<file path="src/rtl/bnn_pkg.sv">
// rtl/bnn_pkg.sv - shared constants, FSM encoding and signed max helper for the BNN pooling path
package bnn_pkg;

  localparam int CONV2_OUT_W = 24;
  localparam int CONV2_OUT_H = 24;
  localparam int POOL_OUT_N  = (CONV2_OUT_W / 2) * (CONV2_OUT_H / 2);
  localparam int CONV2_SUM_W = 5;

  // Wide enough for any sample width; callers sign-extend in and truncate out.
  localparam int SMAX_W = 16;

  typedef enum logic [1:0] {
    ST_IDLE = 2'd0,
    ST_RUN  = 2'd1,
    ST_DONE = 2'd2
  } pool_state_e;

  function automatic logic signed [SMAX_W-1:0] smax(
    input logic signed [SMAX_W-1:0] a,
    input logic signed [SMAX_W-1:0] b
  );
    return (a > b) ? a : b;
  endfunction

endpackage

</file>
<file path="src/rtl/pool_linebuf.sv">
// rtl/pool_linebuf.sv - half-row buffer of horizontal pair maxima, cleared to the most-negative sample
module pool_linebuf #(
  parameter int DEPTH  = 12,
  parameter int DATA_W = 5,
  parameter int AW     = 4
) (
  input  logic                     clk,
  input  logic                     rstn,
  input  logic                     clr,
  input  logic                     we,
  input  logic [AW-1:0]            waddr,
  input  logic signed [DATA_W-1:0] wdata,
  input  logic [AW-1:0]            raddr,
  output logic signed [DATA_W-1:0] rdata
);

  localparam logic signed [DATA_W-1:0] S_MIN = {1'b1, {(DATA_W-1){1'b0}}};

  logic signed [DATA_W-1:0] mem_q [DEPTH];
  logic signed [DATA_W-1:0] mem_d [DEPTH];

  always_comb begin
    for (int i = 0; i < DEPTH; i++) begin
      mem_d[i] = mem_q[i];
      if (clr) begin
        mem_d[i] = S_MIN;
      end else if (we && (waddr == AW'(i))) begin
        mem_d[i] = wdata;
      end
    end
  end

  always_ff @(posedge clk or negedge rstn) begin
    if (!rstn) begin
      for (int i = 0; i < DEPTH; i++) begin
        mem_q[i] <= S_MIN;
      end
    end else begin
      for (int i = 0; i < DEPTH; i++) begin
        mem_q[i] <= mem_d[i];
      end
    end
  end

  assign rdata = mem_q[raddr];

endmodule

</file>
<file path="src/rtl/binary_maxpool.sv">
// rtl/binary_maxpool.sv - 2x2 stride-2 max pool + binarize of the conv2 map, streamed in raster order
// Optional MAXPOOL_RAW_OUT_EN adds pool_max, the signed window maximum.
module binary_maxpool
  import bnn_pkg::*;
#(
  parameter int IN_W   = CONV2_OUT_W,
  parameter int IN_H   = CONV2_OUT_H,
  parameter int DATA_W = CONV2_SUM_W
) (
  input  logic                     clk,
  input  logic                     rstn,
  input  logic                     frame_start,
  input  logic signed [DATA_W-1:0] din,
  input  logic                     din_valid,
  output logic                     pool_bit,
  output logic                     pool_valid,
  output logic [7:0]               pool_idx,
  output logic                     pool_done,
`ifdef MAXPOOL_RAW_OUT_EN
  output logic signed [DATA_W-1:0] pool_max,
`endif
  output logic                     overrun
);

  localparam int OUT_N  = (IN_W / 2) * (IN_H / 2);
  localparam int HALF_W = IN_W / 2;
  localparam int CW     = $clog2(IN_W);
  localparam int RW     = $clog2(IN_H);
  localparam int LAW    = CW - 1;
  localparam logic signed [DATA_W-1:0] S_MIN = {1'b1, {(DATA_W-1){1'b0}}};

  pool_state_e state_q, state_d;
  logic [CW-1:0] col_q, col_d;
  logic [RW-1:0] row_q, row_d;
  logic signed [DATA_W-1:0] pair_q, pair_d;
  logic pool_bit_q, pool_bit_d;
  logic pool_valid_q, pool_valid_d;
  logic [7:0] pool_idx_q, pool_idx_d;
  logic pool_done_q, pool_done_d;
  logic overrun_q, overrun_d;
  logic signed [DATA_W-1:0] pool_max_q, pool_max_d;

  logic signed [DATA_W-1:0] pair_max;
  logic signed [DATA_W-1:0] quad;
  logic signed [DATA_W-1:0] lb_rdata;
  logic lb_we;
  logic lb_clr;
  logic last_col;
  logic last_px;
  logic [7:0] idx_calc;

  pool_linebuf #(
    .DEPTH  (HALF_W),
    .DATA_W (DATA_W),
    .AW     (LAW)
  ) u_linebuf (
    .clk   (clk),
    .rstn  (rstn),
    .clr   (lb_clr),
    .we    (lb_we),
    .waddr (col_q[CW-1:1]),
    .wdata (pair_max),
    .raddr (col_q[CW-1:1]),
    .rdata (lb_rdata)
  );

  always_comb begin
    pair_max = DATA_W'(smax(SMAX_W'(pair_q), SMAX_W'(din)));
    quad     = DATA_W'(smax(SMAX_W'(pair_max), SMAX_W'(lb_rdata)));
    last_col = (col_q == CW'(IN_W - 1));
    last_px  = last_col && (row_q == RW'(IN_H - 1));
    idx_calc = 8'((int'(row_q) >> 1) * HALF_W + (int'(col_q) >> 1));
  end

  always_comb begin
    state_d      = state_q;
    col_d        = col_q;
    row_d        = row_q;
    pair_d       = pair_q;
    pool_bit_d   = pool_bit_q;
    pool_valid_d = 1'b0;
    pool_idx_d   = pool_idx_q;
    pool_done_d  = 1'b0;
    overrun_d    = overrun_q;
    pool_max_d   = pool_max_q;
    lb_we        = 1'b0;
    lb_clr       = 1'b0;

    // frame_start outranks any sample presented in the same cycle.
    if (frame_start) begin
      state_d   = ST_RUN;
      col_d     = '0;
      row_d     = '0;
      pair_d    = S_MIN;
      overrun_d = 1'b0;
      lb_clr    = 1'b1;
    end else begin
      case (state_q)
        ST_RUN: begin
          if (din_valid) begin
            if (!col_q[0]) begin
              pair_d = din;
            end else if (!row_q[0]) begin
              lb_we = 1'b1;
            end else begin
              pool_valid_d = 1'b1;
              pool_bit_d   = ~quad[DATA_W-1];
              pool_max_d   = quad;
              pool_idx_d   = idx_calc;
              pool_done_d  = (idx_calc == 8'(OUT_N - 1));
            end
            if (last_px) begin
              state_d = ST_DONE;
            end else if (last_col) begin
              col_d = '0;
              row_d = row_q + 1'b1;
            end else begin
              col_d = col_q + 1'b1;
            end
          end
        end
        ST_DONE: begin
          if (din_valid) begin
            overrun_d = 1'b1;
          end
        end
        default: begin
        end
      endcase
    end
  end

  always_ff @(posedge clk or negedge rstn) begin
    if (!rstn) begin
      state_q      <= ST_IDLE;
      col_q        <= '0;
      row_q        <= '0;
      pair_q       <= S_MIN;
      pool_bit_q   <= 1'b0;
      pool_valid_q <= 1'b0;
      pool_idx_q   <= '0;
      pool_done_q  <= 1'b0;
      overrun_q    <= 1'b0;
      pool_max_q   <= '0;
    end else begin
      state_q      <= state_d;
      col_q        <= col_d;
      row_q        <= row_d;
      pair_q       <= pair_d;
      pool_bit_q   <= pool_bit_d;
      pool_valid_q <= pool_valid_d;
      pool_idx_q   <= pool_idx_d;
      pool_done_q  <= pool_done_d;
      overrun_q    <= overrun_d;
      pool_max_q   <= pool_max_d;
    end
  end

  assign pool_bit   = pool_bit_q;
  assign pool_valid = pool_valid_q;
  assign pool_idx   = pool_idx_q;
  assign pool_done  = pool_done_q;
  assign overrun    = overrun_q;

`ifdef MAXPOOL_RAW_OUT_EN
  assign pool_max = pool_max_q;
`else
  logic unused_max;
  assign unused_max = ^pool_max_q;
`endif

endmodule

</file>
<file path="config.mk">
export PLATFORM = sky130hd
export DESIGN_NAME = binary_maxpool
export DESIGN_NICKNAME = d
export VERILOG_FILES = /design/src/rtl/bnn_pkg.sv /design/src/rtl/pool_linebuf.sv /design/src/rtl/binary_maxpool.sv
export SDC_FILE = /design/constraint.sdc
export NUM_CORES = 1
export LEC_CHECK = 0
export CORE_ASPECT_RATIO = 0.9
export CORE_MARGIN = 8
export CORE_UTILIZATION = 51
export CTS_CLUSTER_DIAMETER = 80
export DETAILED_ROUTE_END_ITERATION = 8
export DONT_BUFFER_PORTS = 1
export HOLD_SLACK_MARGIN = 0.08
export PLACE_DENSITY = 0.65
export SETUP_SLACK_MARGIN = 0.4
export SLEW_MARGIN = 20
export SYNTH_ARGS = -nofsm -noshare
export SYNTH_HDL_FRONTEND = slang
export SYNTH_SLANG_ARGS = --single-unit
export TNS_END_PERCENT = 1
</file>
<file path="constraint.sdc">
create_clock -name clk -period 4.08 [get_ports clk]
set_clock_uncertainty 0.15 [all_clocks]
set_input_delay 1.02 -clock clk [delete_from_list [all_inputs] [get_ports clk]]
set_output_delay 1.02 -clock clk [all_outputs]
set_load 0.05 [all_outputs]
</file>
* Yosys cells after proc, flatten, opt, wreduce, memory -nomap -nowiden *
Index checks and enable logic that the tools add are counted.

storage, ports and cells
  flip-flop bits (word level) = 89
  bits in latches = 0
  memory bits (writable) = 0
  memory bits (read-only) = 0
  output and inout bits = 12
  word-level logic and storage cells = 152
  memories kept = 0

operators by class
  $add $sub $neg = 3
  multiply operators = 1
  divide/modulo/power cells = 0
  $lt $le $gt $ge = 3
  equality and inequality tests = 18
  shifts and indexed selects = 0
  mux-type cells = 66
  bitwise gates (word level) = 3
  reductions and logical operators = 37

operators by type and width
  cell                   count
  $mux W5                42
  $reduce_bool A2 Y1     17
  $bmux W5 S4            1
  $mux W1                19
  $eq A4 B3 Y1 const B   4
  $eq A4 B4 Y1 const B   4
  $logic_and A1 B1 Y1    13
  $add A5 B1 Y5 const B  2
  $eq A5 B5 Y1 const B   2
  $gt A5 B5 Y1           2
  $reduce_and A3 Y1      3
  $add A8 B4 Y8          1
  $eq A4 B2 Y1 const B   2
  $eq A8 B8 Y1 const B   1
  $mux W2                4
  $mul A4 B2 Y6 const B  1
  $ge A5 B5 Y1 const B   1
  $not A4 Y5             1
  $reduce_and A5 Y1      1
  $eq A4 B1 Y1 const B   1
  $logic_not A4 Y1       1
  $ne A2 B2 Y1 const B   2
  $reduce_and A4 Y1      1
  $eq A2 B1 Y1 const B   1
  3 further kinds        4

* Logic depth before layout (Yosys ltp) *
Gate-level depths: netlist of run 1.

  depth in word-level cells = 8
  mapped depth = 15
  gate-level depth less buffers = 14

* Modules after synthesis *
A second synthesis of run 1 with hierarchy kept.

second synthesis, totals
  cells, all modules = 519
  area, all modules = 5068.6 um^2

modules (own cells, without submodules)
  module          times used  cells an instance  area each (um^2)  sequential area each (um^2)
  pool_linebuf    1           333                3170.5            1516.5
  binary_maxpool  1           186                1898.1            726.9

* Worst setup path before layout of run 1 *
No wires, ideal clock.

  path kind = input to register
  start point = in din[2]
  end point = reg pool_bit_q (netlist: pool_bit)
  library setup time = 0.140 ns
  arrival time = 3.560 ns
  required time = 3.790 ns
  setup slack = 0.230 ns
  stages = 14
  buffers on the path = 1
  path through = inv_1 > ha_1 > a21oi_1 > o2111a_1 > nor2_1 > mux2_2 > buf_2 > ha_1 > a211oi_1 > o21bai_1 > o21a_1 > a21o_1 > a21oi_1 > a211oi_1

between the ends
  cells in the longest elaborated chain, start to end = 5

RTL lines
  item                    RTL line               source
  start: declaration      binary_maxpool.sv:13   input logic signed [DATA_W-1:0] din,
  $gt A5 B5 Y1            bnn_pkg.sv:22          return (a > b) ? a : b;
  $mux W5 *               bnn_pkg.sv:22
  $gt A5 B5 Y1            bnn_pkg.sv:22
  $mux W5 *               bnn_pkg.sv:22
  $not A1 Y1 *            binary_maxpool.sv:107  pool_bit_d = ~quad[DATA_W-1];
  end signal: assignment  binary_maxpool.sv:150  pool_bit_q <= pool_bit_d;
  end: declaration        binary_maxpool.sv:36   logic pool_bit_q, pool_bit_d;

Every way passes the cells marked *; elsewhere a longest branch is shown, timed or not.
A chain may end at the register's enable or synchronous reset.

* Worst setup path in the final report of run 1 *
Same ends and word-level chain as after synthesis.

==> metrics, run 1 <==
total track usage 0.1719; CTS max path bufs 2; synthesized area per cell approximately 10 µm²; Critical Path AT 3.48 ns; die height ~110 µm; nets@finish 491; startpoint types primary input; Max-cap violations 0; Hold Fails Final Rpt 0; Synth Area in XOR/XNOR 0.02260; routed vias/inst 5.787; layout cells sized above 1 0.1481; flop2flop setup slack 0.87 ns; endpoints failing setup 0; r2r startpoint col_q[1]$_DFFE_PN0P_; RSZ-0062 raised after global routing false; Critical Path Max Stage Delay 0.40 ns; multiplexer share of the synthesized area 0.1341; Crit-path slowest cell mux2_4; P_leak 0.002373 µW; hold buffers post-CTS 0; first-pass GRT wire length 17.71 mm; placed insts 576; Final ANT Viol Nets 0; CP Max Fanout 13; core area 9487 µm²; run status finished clean; commonest non-fill, non-tap cells in the layout dfrtp_1 (76), nor2_1 (74), nand2_1 (31); Pwr Density 318.3 nW/µm²; clock latency on the worst-skew pair 0.36 ns; Area Growth Syn to Fin 6.679%; HP Class in -> async; number of flops mapped to enable cells by yosys 0; Final WS setup 0.6714 ns; Overflow after GRT 0; Total Routed Length 10.53 mm; VDD IR max 0.2000 mV; FMAX 293.4 MHz; Synth Area in Compound Gates 0.1084; die area 12940 µm²; vias in the first global route 3403; fillers 835; Final GP Congestion between 0.8 and 0.9; critical-path cell list inv_1 > ha_1 > a21oi_1 > o2111a_2 > nor2_4 > mux2_4 > ha_1 > o21ai_0 > o21bai_1 > o21a_1 > a21o_1 > a21oi_1 > a211oi_1; post-synthesis simple-gate area fraction 0.1788; Synth top area share 0.3904; antenna cell count 0; Die X roughly 120 µm; Cell Rows 34; post-synthesis adder-cell area fraction 0.05703; Tcrit/Tclk final 0.8354; post-cts resize count 0; R2R Path End pool_bit$_DFFE_PN0P_; root buffer cell clkbuf_8; Yosys warnings 0; Reg2Reg Depth 12; Final min period roughly 3.4 ns; First-pass DRT Iterations 5; worst rel slew slack 0.5185; Synth area leaders dfrtp_1 (39%), dfstp_2 (7.0%), mux4_2 (6.9%), nor2_1 (5.9%), mux2i_1 (5.5%); Syn Nets between 400 and 500; Worst Max-Slew Pin Slew 0.7222 ns; Post-CTS Setup Inserts 0; post-DR wirelength/cell 17.78 µm; WP data required 4.15 ns; CTS tree done; asr flop ratio synth 1.000; Synth Register Bits 89; Gate Count Post-Synth around 470; Slew Limit Fails 0; largest net degree at the start of global routing 90; HPWL Detailed 7.188 mm; CP endpoint pool_bit$_DFFE_PN0P_; DP Worst Slack about 0.32 ns; main combinational cell family by area after synthesis simple AND/OR/NAND/NOR gates; First DRT Iteration DRCs just under 200; Unique masters post-synth 55; Post-Syn Area 4871 µm²; clock sink count 89; number of port buffers 0; clock slew at reported path FFs approximately 0.090 ns; DRC violation count after routing 0; setup TNS 0 ns; Setup Crit Path Kind in -> reg; Starting Density 0.5135; antenna violations before repair 0; H-tree Lvls 3; sequential share of the synthesized area 0.4606; Critical Path End Type register; commonest non-fill, non-tap cell in the layout dfrtp_1; via count 3426; Final Non-Filler Cells 592; CP Launch Point din[2]; I/O pins 21; ys flop type dfrtp_1; area leader, netlist dfrtp_1; Num CTS Buffers 9
-- cell type report --
cell class	instances	area [µm²]	area share
Tap cell	126	157.7	0.03034
Timing Repair Buffer	8	60.06	0.01156
Clock buffer	11	131.4	0.02528
Sequential cell	89	2243	0.4317
Multi-Input combinational cell	336	2484	0.4780
Inverter	17	63.81	0.01228
Clock inverter	5	56.30	0.01084
-- power breakdown --
part | leakage [µW] | switching (µW) | internal, µW
Sequential | 0.00119 | 10.7 | 891
Combinational | 0.00109 | 89.1 | 64.9
Clock | 0.0000933 | 315 | 283
Total | 0.00237 | 415 | 1240
-- cells by family (layout without fill, tap and decap cells) --
kind of cell,Yosys count,count (layout)
AOI/OAI and AO/OA,83,83
buffers and inverters,43,41
and+or+nand+nor,175,175
muxes,46,46
adders and majority gates,21,21
xor gates and xnor gates,11,11
DFF,89,89
-- stage by stage --
step / util / area, µm² / hold WS, ns / power [µW]
after detailed placement: 0.5280 / 5009 / 0.3480 / 1073
after global placement: 0.5280 / 5009 / 0.3374 / 1068
after floorplan: - / 4927 / 0.3222 / 1052
final: 0.5477 / 5196 / 0.2014 / 1654
after global routing: 0.5477 / 5196 / 0.1709 / 1718
after CTS: 0.5477 / 5196 / 0.1838 / 1673
-- flip-flops by register name, summed over array words and instances, names as in the netlist --
name / count
pool_valid: 1
pool_bit: 1
pair_q: 5
pool_done: 1
row_q: 5
overrun: 1
state_q: 2
pool_idx: 8
col_q: 5
u_linebuf.mem_q: 60
-- routing by layer --
metal	GRT usage	share of wire
met2	0.2693	0.47
met3	0.03882	0.051
met4	0.04869	0.0066
met5	0	0
met1	0.2363	0.47
-- synthesized netlist by cell type, drive strengths merged (5+ instances only) --
master and n:
clkbuf 16, a21oi 26, dfrtp 76, ha 19, a211o 13, nor2 76, xnor2 7, o21ai 23
nor3b 5, nor3 20, mux2i 27, dfstp 13, nand2 35, inv 16, buf 10, mux4 15
nand3b 15
-- worst max-delay path: cells and delay by family --
| kind | cells | cell delay (ns) |
|---|---|---|
| AND/OR/NAND/NOR | 1 | 0.15 |
| adder cells (fa/ha/maj) | 2 | 0.64 |
| multiplexers | 1 | 0.40 |
| buffers and inverters | 1 | 0.02 |
| AO/OA/AOI/OAI | 8 | 1.25 |
-- how the worst min path moves through the flow --
| stage | startpoint | endpoint | slack, ns | cells after the start |
|---|---|---|---|---|
| 6_report | rstn | u_linebuf.mem_q[52]$_DFFE_PN0P_ | 0.20 | 0 |
| 5_1_grt | rstn | pair_q[1]$_DFFE_PN0P_ | 0.17 | 0 |
| 4_1_cts | rstn | u_linebuf.mem_q[35]$_DFFE_PN0P_ | 0.18 | 0 |
| 3_5_place_dp | u_linebuf.mem_q[45]$_DFFE_PN0P_ | u_linebuf.mem_q[45]$_DFFE_PN0P_ | 0.35 | 2 |
| 3_3_place_gp | u_linebuf.mem_q[0]$_DFFE_PN0P_ | u_linebuf.mem_q[0]$_DFFE_PN0P_ | 0.34 | 2 |
| 2_1_floorplan | u_linebuf.mem_q[25]$_DFFE_PN0P_ | u_linebuf.mem_q[25]$_DFFE_PN0P_ | 0.32 | 2 |
Note: power is estimated with default switching activity, not from simulation.
==> run 2, diff against run 1 <==
clock period = 3.26 ns   (was 4.08 ns; I/O delays follow)
==> run 2 against run 1 <==
Net effect:
- total power up 31%
- register-to-register slack worse by 0.50 ns
- die area unchanged
- first-iteration DRC count up 23%
- sequential cell count unchanged
- critical endpoint unchanged
==> metrics, run 2 (synthesized netlist as in run 1, its figures left out) <==
clock sink count 89; Crit-path slowest cell mux2_4; Pwr Density 395.0 nW/µm²; Critical Path Max Stage Delay 0.34 ns; core area 9487 µm²; register area approximately 2200 µm²; clock latency on the worst-skew pair 0.36 ns; routed wl met2 5.165 mm; vias in the first global route 3555; DR top layer met5; Max-cap violations 0; VDD IR max 0.2122 mV; Total Routed Length between 10 and 15 mm; Die X 119.0 µm; Setup Crit Path Kind in -> reg; Top reg by flops u_linebuf.mem_q; switching part of the total power 0.2641; Area Growth Syn to Fin 12.79%; largest net degree at the start of global routing 81; RSZ-0062 raised after global routing true; WP data required 3.33 ns; placed insts between 500 and 600; worst rel slew slack 0.6050; antenna cell count 0; post-DR wirelength/cell ~19 µm; fillers between 800 and 900; met3 WL roughly 660 µm; Final min period 2.920 ns; first-pass GRT wire length 18.60 mm; critical-path cell list inv_1 > ha_4 > nand4b_1 > o2111a_2 > nor2_4 > mux2_4 > ha_4 > a211oi_2 > o21bai_2 > o21a_1 > a21o_1 > a21oi_2 > a211oi_1; Final GP Congestion about 0.77; max FFs per register 60; internal power 1597 µW; sequential fraction of design power 0.520; routed vias/inst 5.784; die height around 110 µm; commonest non-fill, non-tap cells in the layout nor2_1 (74), dfrtp_1 (74), nand2_1 (31); CTS max path bufs 2; nets@finish 509; sw power 573.2 µW; P_leak 0.002486 µW; startpoint types primary input; DRC violation count after routing 0; Tcrit/Tclk final 0.8956; CP Max Fanout 4; HPWL Detailed 7.411 mm; Num CTS Buffers 9; clock slew at reported path FFs 0.10 ns; CTS tree done; total track usage 0.1797; Slew Limit Fails 0; cell repeated most along the worst path ha_4; endpoints failing setup 0; Overflow after GRT 0; Final Non-Filler Cells 610; layout cells sized above 1 0.2252; Critical Path End Type register; total power 2170 µW; die area 12940 µm²; clock power share 0.351; HP Class in -> async; via count 3528; First DRT Iteration DRCs approximately 240; I/O pins 21; Starting Density 0.5135; Hold Fails Final Rpt 0; routed length on met1 5.409 mm; Logic pwr share 0.129; flop2flop setup slack about 0.37 ns; H-tree Lvls 3; First-pass DRT Iterations 4; FMAX 342.5 MHz; Final ANT Viol Nets 0; Critical Path AT 2.99 ns; root buffer cell clkbuf_8; Cell Rows 34; Worst Max-Slew Pin Slew approximately 0.59 ns; antenna violations before repair 1; number of port buffers 0; area of the multi-input gates 2601 µm²; run status finished clean
==> run 2: changes by cell type in the layout (fill, tap and decap cells not counted), sizes merged <==
cell	before	now
inv	16	17
clkinv	4	3
buf	8	26
clkbuf	11	10
clkinvlp	1	2
==> run 2: per-stage QoR <==
stage / worst slack [ns] / area, µm² / util / hold WS (ns) / TNS (ns)
3_3_place_gp: 0.002182 / 5149 / 0.5427 / 0.3377 / 0
2_1_floorplan: -0.05937 / 5009 / - / 0.3222 / -0.05937
3_5_place_dp: -0.08689 / 5149 / 0.5427 / 0.3465 / -0.08689
6_report: 0.3405 / 5494 / 0.5791 / 0.1361 / 0
5_1_grt: 0.2200 / 5494 / 0.5791 / 0.1089 / 0
4_1_cts: 0.3213 / 5419 / 0.5712 / 0.1185 / 0
==> run 2: repair_timing <==
item | CTS | global route
resized for setup | 8 | 8
buffers inserted | 3 | 4
hold buffers | 1 | 0
hold endpoints to repair | 76 | 0
pin swaps | 6 | 9
setup endpoints to repair | 1 | 1
==> run 2: power groups by stage <==
stage	clock network [µW]	registers [µW]	logic (µW)
floorplan	0	1140	192
global placement	0	1150	218
detailed placement	0	1150	226
CTS	789	1130	260
global route	819	1130	310
finish	761	1130	280
==> run 2: final timing paths <==
path	start	end	cells past startpoint
setup / recovery	din[1]	pool_bit$_DFFE_PN0P_	13
hold / removal	rstn	pair_q[4]$_DFFE_PN1P_	0
setup reg to reg	pair_q[3]$_DFFE_PN0P_	pool_bit$_DFFE_PN0P_	12
hold reg to reg	u_linebuf.mem_q[25]$_DFFE_PN0P_	u_linebuf.mem_q[25]$_DFFE_PN0P_	2
max in group asynchronous	rstn	col_q[2]$_DFFE_PN0P_	1
min in group clk	u_linebuf.mem_q[25]$_DFFE_PN0P_	u_linebuf.mem_q[25]$_DFFE_PN0P_	2
==> run 2: critical path: cells and delay by family <==
| family | cells | cell delay [ns] |
|---|---|---|
| AO/OA/AOI/OAI | 7 | 1.03 |
| adder cells (fa/ha/maj) | 2 | 0.49 |
| buffers and inverters | 1 | 0.05 |
| multiplexers | 1 | 0.34 |
| AND/OR/NAND/NOR | 2 | 0.27 |
==> run 2: layer usage <==
layer / GRT usage / vias to the layer above
li1: - / 1677
met1: 0.2491 / 1760
met2: 0.2802 / 78
met3: 0.05124 / 11
met4: 0.02976 / 2
met5: 0 / -
==> run 2: layout make-up <==
| type | instances | area share |
|---|---|---|
| clock buffer | 10 | 0.02323 |
| clock inverter | 6 | 0.01230 |
| inverter | 17 | 0.01298 |
| multi-input combinational | 336 | 0.4735 |
| sequential | 89 | 0.4088 |
| tap | 126 | 0.02870 |
| timing repair buffer | 26 | 0.04054 |
==> run 3, diff against run 2 <==
ABC_CLOCK_PERIOD_IN_PS = 3260   (was not set)
==> results of run 3 <==
Same layout as run 2: the final DEF is identical, and so are final timing and power.
